`config.mk`:
```
export PLATFORM = sky130hd
export DESIGN_NAME = mult5_seq_arbiter
export DESIGN_NICKNAME = d
export VERILOG_FILES = /design/src/rtl/mult5_seq_arbiter.sv
export SDC_FILE = /design/constraint.sdc
export NUM_CORES = 1
export LEC_CHECK = 0
export BUFFER_PORTS_ARGS = -buffer_cell sky130_fd_sc_hd__buf_4
export CORE_ASPECT_RATIO = 0.6
export CORE_MARGIN = 4
export CORE_UTILIZATION = 56
export DETAILED_ROUTE_END_ITERATION = 8
export PLACE_DENSITY = 0.8
export SYNTH_ARGS = -nofsm -noshare
export SYNTH_HDL_FRONTEND = slang
export SYNTH_SLANG_ARGS = --single-unit
```
`constraint.sdc`:
```
create_clock -name wb_clk_i -period 3.4 [get_ports wb_clk_i]
set_clock_uncertainty 0.1 [all_clocks]
set_input_delay 0.51 -clock wb_clk_i [delete_from_list [all_inputs] [get_ports wb_clk_i]]
set_output_delay 0.51 -clock wb_clk_i [all_outputs]
set_load 0.005 [all_outputs]
```
`src/rtl/mult5_seq_arbiter.sv`:
```
// Shift-add multiplier shared between two requesters by a round-robin arbiter.
// The block takes one operand pair, multiplies in WIDTH cycles, then holds the tagged product.
module mult5_seq_arbiter #(
    parameter int WIDTH = 5,
    parameter int CNT_W = 3
) (
    input  logic               wb_clk_i,
    input  logic               rst_n,
    input  logic               req0_valid,
    input  logic [WIDTH-1:0]   req0_a,
    input  logic [WIDTH-1:0]   req0_b,
    output logic               req0_ready,
    input  logic               req1_valid,
    input  logic [WIDTH-1:0]   req1_a,
    input  logic [WIDTH-1:0]   req1_b,
    output logic               req1_ready,
    output logic               res_valid,
    output logic [2*WIDTH-1:0] res_product,
    output logic               res_id,
    input  logic               res_ready,
    output logic               busy
);

    typedef enum logic [1:0] {IDLE, RUN, DONE} state_t;

    localparam logic [CNT_W-1:0] LAST_CNT = CNT_W'(WIDTH - 1);

    state_t               state;
    logic                 rr_ptr;
    logic [2*WIDTH-1:0]   acc;
    logic [WIDTH-1:0]     a_reg;
    logic [WIDTH-1:0]     b_reg;
    logic [CNT_W-1:0]     cnt;

    logic                 grant;
    logic [2*WIDTH-1:0]   addend;
    logic [2*WIDTH-1:0]   acc_next;

    // The pointer only breaks ties; a lone requester is served regardless of it.
    // Readies are gated by rst_n so nothing is offered while the block is held in reset.
    always_comb begin
        grant      = (req0_valid && req1_valid) ? rr_ptr : req1_valid;
        req0_ready = rst_n && (state == IDLE) && req0_valid && !grant;
        req1_ready = rst_n && (state == IDLE) && req1_valid && grant;
        addend     = {{WIDTH{1'b0}}, a_reg} << cnt;
        acc_next   = b_reg[cnt] ? (acc + addend) : acc;
    end

    always_ff @(posedge wb_clk_i or negedge rst_n) begin
        if (!rst_n) begin
            state       <= IDLE;
            rr_ptr      <= 1'b0;
            acc         <= '0;
            a_reg       <= '0;
            b_reg       <= '0;
            cnt         <= '0;
            res_valid   <= 1'b0;
            res_product <= '0;
            res_id      <= 1'b0;
            busy        <= 1'b0;
        end else begin
            case (state)
                IDLE: begin
                    if (req0_ready || req1_ready) begin
                        a_reg  <= grant ? req1_a : req0_a;
                        b_reg  <= grant ? req1_b : req0_b;
                        res_id <= grant;
                        rr_ptr <= ~grant;
                        acc    <= '0;
                        cnt    <= '0;
                        busy   <= 1'b1;
                        state  <= RUN;
                    end
                end
                // Fixed WIDTH iterations; zero operands still take the full count.
                RUN: begin
                    acc <= acc_next;
                    cnt <= cnt + 1'b1;
                    if (cnt == LAST_CNT) begin
                        res_product <= acc_next;
                        res_valid   <= 1'b1;
                        state       <= DONE;
                    end
                end
                DONE: begin
                    if (res_ready) begin
                        res_valid <= 1'b0;
                        busy      <= 1'b0;
                        state     <= IDLE;
                    end
                end
                default: begin
                    state <= IDLE;
                    busy  <= 1'b0;
                end
            endcase
        end
    end

endmodule

```
* Word-level counts from Yosys, hierarchy flattened
Index checks and enable logic that the tools add are counted.
** Word-level totals
- Flip-flop bits (word level) :: 39
- Bits of input ports :: 25
- Output and inout bits :: 15
- Word-level logic and storage cells :: 58
** Operators by class
- Add/sub/neg operators :: 2
- Order comparisons :: 1
- Equal/unequal tests :: 6
- Shift-type cells :: 1
- Muxes and demuxes :: 19
- Bitwise logic cells :: 2
- Reduce and logical (&&, ||, !) cells :: 17
** Operators by type and width (count)
- $mux 10 :: 2
- $pmux 10 s2 :: 1
- $add 10x10->10 :: 1
- $mux 5 :: 2
- $shl 5x3->10 :: 1
- $reduce_and 3->1 :: 3
- $logic_and 1x1->1 :: 6
- $mux 2 :: 3
- $pmux 2 s3 :: 1
- $pmux 3 s2 :: 1
- $reduce_and 2->1 :: 3
- $mux 1 :: 5
- $lt 3x4->1 const B :: 1
- $ne 2x2->1 const B :: 2
- $reduce_bool 2->1 :: 2
- $add 3x1->3 const B :: 1
- $bmux 1 s3 :: 1
- $eq 3x3->1 const B :: 1
- $mux 3 :: 1
- $pmux 1 s3 :: 1
- $eq 2x1->1 const B :: 1
- $eq 2x2->1 const B :: 1
- $logic_not 2->1 :: 1
- $ne 2x1->1 const B :: 1
- other kinds (4) :: 5

* Logic depth before layout (Yosys ltp)
- Word-level depth :: 7
- Gate-level depth with buffers :: 13
- Mapped depth without buffers :: 12

* Worst setup path after synthesis
Ideal clock, no wire load.
- Kind :: register -> register
- Start :: register cnt[2]
- End :: register acc[8]
- Library setup time :: 0.134 ns
- Data arrival time :: 2.333 ns
- Required time :: 3.166 ns
- Slack :: 0.833 ns
- Cell stages (with the launch flop) :: 12
- Buffers on the path :: 1
- Cells stage by stage :: dfrtp_1 clkbuf_1 inv_1 and3_1 ha_1 fa_1 a21o_1 a21oi_1 o31ai_1 a21oi_1 xor2_1 o31ai_1
** Between the ends
- Word-level cells in the longest chain between the ends :: 4
** Ends and longest elaborated chain
- from (decl) :: line 33 : logic [CNT_W-1:0] cnt;
- from (signal assigned) :: line 78 : cnt <= cnt + 1'b1;
- $shl 5x3->10 / $bmux 1 s3 (equally long branches) :: line 45, 46
- $add 10x10->10 / $mux 1 (equally long branches) :: line 46 : acc_next = b_reg[cnt] ? (acc + addend) : acc;
- $mux 10 (*) :: line 46
- $pmux 10 s2 (*) :: line 62 : case (state)
- to (signal assigned) :: line 77 : acc <= acc_next;
- to (decl) :: line 30 : logic [2*WIDTH-1:0] acc;
Mark *: on every way between the ends. The rest lies on a longest branch, timed or not. The select of a mux whose other input is x is not followed.
A chain may end at the register's enable or synchronous reset.

* Worst setup path in the final report
- Start :: register cnt[0]
- End :: register res_product[6]
** Between the ends
- Word-level cells in the longest chain between the ends :: 3
** Ends and longest elaborated chain
- $shl 5x3->10 / $bmux 1 s3 (equally long branches) :: line 45, 46
- $add 10x10->10 / $mux 1 (equally long branches) :: line 46
- $mux 10 :: line 46
- to (signal assigned) :: line 80 : res_product <= acc_next;
- to (decl) :: line 18 : output logic [2*WIDTH-1:0] res_product,
Parallel ways exist; a longest one is shown, timed or not. The select of a mux whose other input is x is not followed.

==> out/summary.json <==
{
  "placement.cell_area": {"value": 2650, "unit": "µm²"},
  "worst_slew_margin_rel": {"value": 0.661},
  "multiInputGateArea": {"value": 1240, "unit": "µm²"},
  "synth_top_area_frac": {"value": 0.420},
  "worst_setup_path_end_kind": {"value": "flip-flop"},
  "post_synth_inst_count": {"value": 250},
  "holdBufCountCts": {"value": 0},
  "synth.lib_cells_used.distinct": {"value": 41},
  "cts.path.max_buffers": {"value": 2},
  "slowest_delay": {"value": 660, "unit": "ps"},
  "antenna_found_initial": {"value": 0},
  "dieHeight": {"value": 57.9, "unit": "µm"},
  "reg.largest.list": {"value": "acc x10, res_product x10"},
  "grt_pass1_vias": {"value": 1861},
  "clock_insertion_delay_worst_skew": {"value": 290, "unit": "ps"},
  "number_of_synthesis_warnings": {"value": 0},
  "vdd.ir_drop.worst": {"value": 418, "unit": "µV"},
  "final_hold_viol_count": {"value": 0},
  "detailedRoute.firstIterationViolations": {"value": 86},
  "internal-power": {"value": 1.38, "unit": "mW"},
  "setup_viol": {"value": 0},
  "worst_hold_slack": {"value": 193, "unit": "ps"},
  "tritoncts": {"value": "done"},
  "cts_setup_buffers": {"value": 0},
  "post_drt_via_cell_ratio": {"value": 5.79},
  "std_cell_rows": {"value": 17},
  "drc": {"value": 0},
  "htreeDepth": {"value": 2},
  "critical-path-top-cell-by-count": {"value": "a21oi_1"},
  "totalWireLength": {"value": 5190, "unit": "µm"},
  "floorplan.io_pins": {"value": 40},
  "global_route_congestion_overflow_total": {"value": 0},
  "critPathSlowestCell": {"value": "dfrtp_1"},
  "worst_setup_path_start_kind": {"value": "flip-flop"},
  "grt_max_degree": {"value": 40},
  "timing.critical_path.required": {"value": 3460, "unit": "ps"},
  "worst_path_dominant_cell_family": {"value": "compound AO/OA/AOI/OAI gates"},
  "pwr-share-seq": {"value": 0.338},
  "num_antenna_cells": {"value": 0},
  "ys_seq_elements": {"value": 39},
  "timing.final.ws_setup": {"value": 438, "unit": "ps"},
  "track_usage": {"value": 0.210},
  "worstHoldPathType": {"value": "input port to async pin"},
  "power.combinational.fraction": {"value": 0.534},
  "areaGrowthSynthToFinish": {"value": 17.5, "unit": "%"},
  "ys.flop_type": {"value": "dfrtp_1"},
  "mostFrequentLayoutCell": {"value": "buf_4"},
  "path_max_fanout": {"value": 15},
  "setup_tns": {"value": 0, "unit": "ps"},
  "place.gp.congestion": {"value": 0.870},
  "hpwl": {"value": 3970, "unit": "µm"},
  "drtPass1Iterations": {"value": 4},
  "maxSlewViolCount": {"value": 0},
  "footprint_of_the_flip_flops_and_latches": {"value": 976, "unit": "µm²"},
  "root_buffer": {"value": "clkbuf_8"},
  "cts-buffers-inserted": {"value": 5},
  "finalNetCount": {"value": 326},
  "num_vias": {"value": 1945},
  "post_synthesis_average_cell_area": {"value": 9.30, "unit": "µm²"},
  "p_per_area": {"value": 908, "unit": "nW/µm²"},
  "switching_power": {"value": 1.10, "unit": "mW"},
  "power_frac_clock": {"value": 0.128},
  "wl_per_cell": {"value": 15.5, "unit": "µm"},
  "synth.top_cells.by_area": {"value": "dfrtp_1 42%, mux2i_1 7.3%, nand2_1 6.9%, ha_1 5.9%, o21ai_0 5.2%"},
  "worst_slew_pin_slew": {"value": 508, "unit": "ps"},
  "final_period_minus_worst_setup_slack": {"value": 2960, "unit": "ps"},
  "dpl.cell_count": {"value": 329},
  "final_cell_mix": {"value": "45 x buf_4, 43 x nand2_1, 39 x dfrtp_1, 23 x o21ai_0, 17 x mux2i_1"},
  "buffer_ports.inserted": {"value": 39},
  "criticalPathCategory": {"value": "flip-flop to flip-flop"},
  "grt_first_pass_wirelength": {"value": 8800, "unit": "µm"},
  "num-fill-cells": {"value": 305},
  "outcome": {"value": "completed"},
  "yosysSeqAreaShare": {"value": 0.420},
  "fp.dieArea": {"value": 5280, "unit": "µm²"},
  "achievable-frequency": {"value": 338, "unit": "MHz"},
  "max_cap_violations": {"value": 0},
  "synth_enable_flop_cells": {"value": 0},
  "clk_pin_slew_worst_paths": {"value": 80, "unit": "ps"},
  "unrepaired_setup_endpoints_after_global_routing": {"value": "false"},
  "final_core_util": {"value": 0.714},
  "initial_core_util": {"value": 0.608},
  "power_switching_share": {"value": 0.444},
  "static-leakage-power": {"value": 1.41, "unit": "nW"},
  "final_min_period_over_clock_period": {"value": 0.871},
  "critical_path_buf_inv_count": {"value": 0},
  "total_power": {"value": 2.48, "unit": "mW"},
  "post_route_cells_drive_above_1_share": {"value": 0.215},
  "synth_async_sr_flop_share": {"value": 1.00},
  "fin_cells": {"value": 336},
  "cts_num_sinks": {"value": 39},
  "post_cts_resize_count": {"value": 0},
  "antenna_violating_nets_post_route": {"value": 0},
  "synth_top_area_cell": {"value": "dfrtp_1"},
  "syn_nets": {"value": 287},
  "chipWidth": {"value": 91.2, "unit": "µm"},
  "core_area": {"value": 3830, "unit": "µm²"},
  "netlist_area": {"value": 2330, "unit": "µm²"},
  "dp_worst_setup_slack": {"value": 460, "unit": "ps"},
  "final_area": {"value": 2730, "unit": "µm²"},
  "crit_chain": {"value": "nor2_2 -> and3_1 -> ha_1 -> fa_1 -> a21o_1 -> a21oi_1 -> o21bai_1 -> a21oi_1 -> xor2_1 -> o31ai_1"},
  "crit_arrival": {"value": 3020, "unit": "ps"}
}
==> per-layer routing <==
metal | up-vias | GRT usage | wire length [µm]
met5 | - | 0 | 0
met4 | 0 | 0.0601 | 52
met3 | 6 | 0.0467 | 305
met2 | 49 | 0.311 | 2190
met1 | 921 | 0.309 | 2650
li1 | 969 | - | -
==> Yosys cell counts, types with 4 or more instances <==
cell	number
mux2i_1	17
nor2_1	11
clkbuf_1	7
inv_1	8
xor2_1	4
o31ai_1	7
and3_1	5
dfrtp_1	39
ha_1	11
a21oi_1	15
a31oi_1	5
o21ai_0	24
nand3_1	4
a22o_1	4
nand2_1	43
a21o_1	8
==> power groups by stage <==
stage / clock (mW) / sequential (mW) / combinational [mW]
floorplan: 0 / 0.782 / 1.02
global placement: 0 / 0.835 / 1.28
detailed placement: 0 / 0.844 / 1.32
CTS: 0.322 / 0.838 / 1.32
global route: 0.344 / 0.866 / 1.48
finish: 0.318 / 0.838 / 1.32
==> final cells by class <==
type | instances | share of cell area
Inverter | 9 | 0.0124
Clock buffer | 6 | 0.0302
Tap cell | 47 | 0.0215
Clock inverter | 1 | 0.00183
Timing Repair Buffer | 45 | 0.124
Sequential cell | 39 | 0.357
Multi-Input combinational cell | 189 | 0.453
==> path summary, 6_finish.rpt <==
kind	startpoint	endpoint	slack (ps)	cells past startpoint
max in group asynchronous	rst_n	b_reg[1]	2640	2
worst max register to register	cnt[0]	res_product[6]	440	10
worst min register to register	rr_ptr	rr_ptr	390	1
worst min-delay path	rst_n	res_product[1]	190	2
min in group wb_clk_i	res_ready	state[1]	320	2
worst max-delay path	cnt[0]	res_product[6]	440	10
==> logic make-up (layout without fill, tap and decap cells) <==
family / Yosys count / after routing / synth area share
and+or+nand+nor: 77 / 77 / 0.152
AOI/OAI and AO/OA: 75 / 75 / 0.209
xor gates and xnor gates: 7 / 7 / 0.0264
DFF: 39 / 39 / 0.420
buffers and inverters: 22 / 61 / 0.0479
adders and majority gates: 12 / 12 / 0.0678
muxes: 18 / 18 / 0.0780
(Power assumes the default switching activity.)
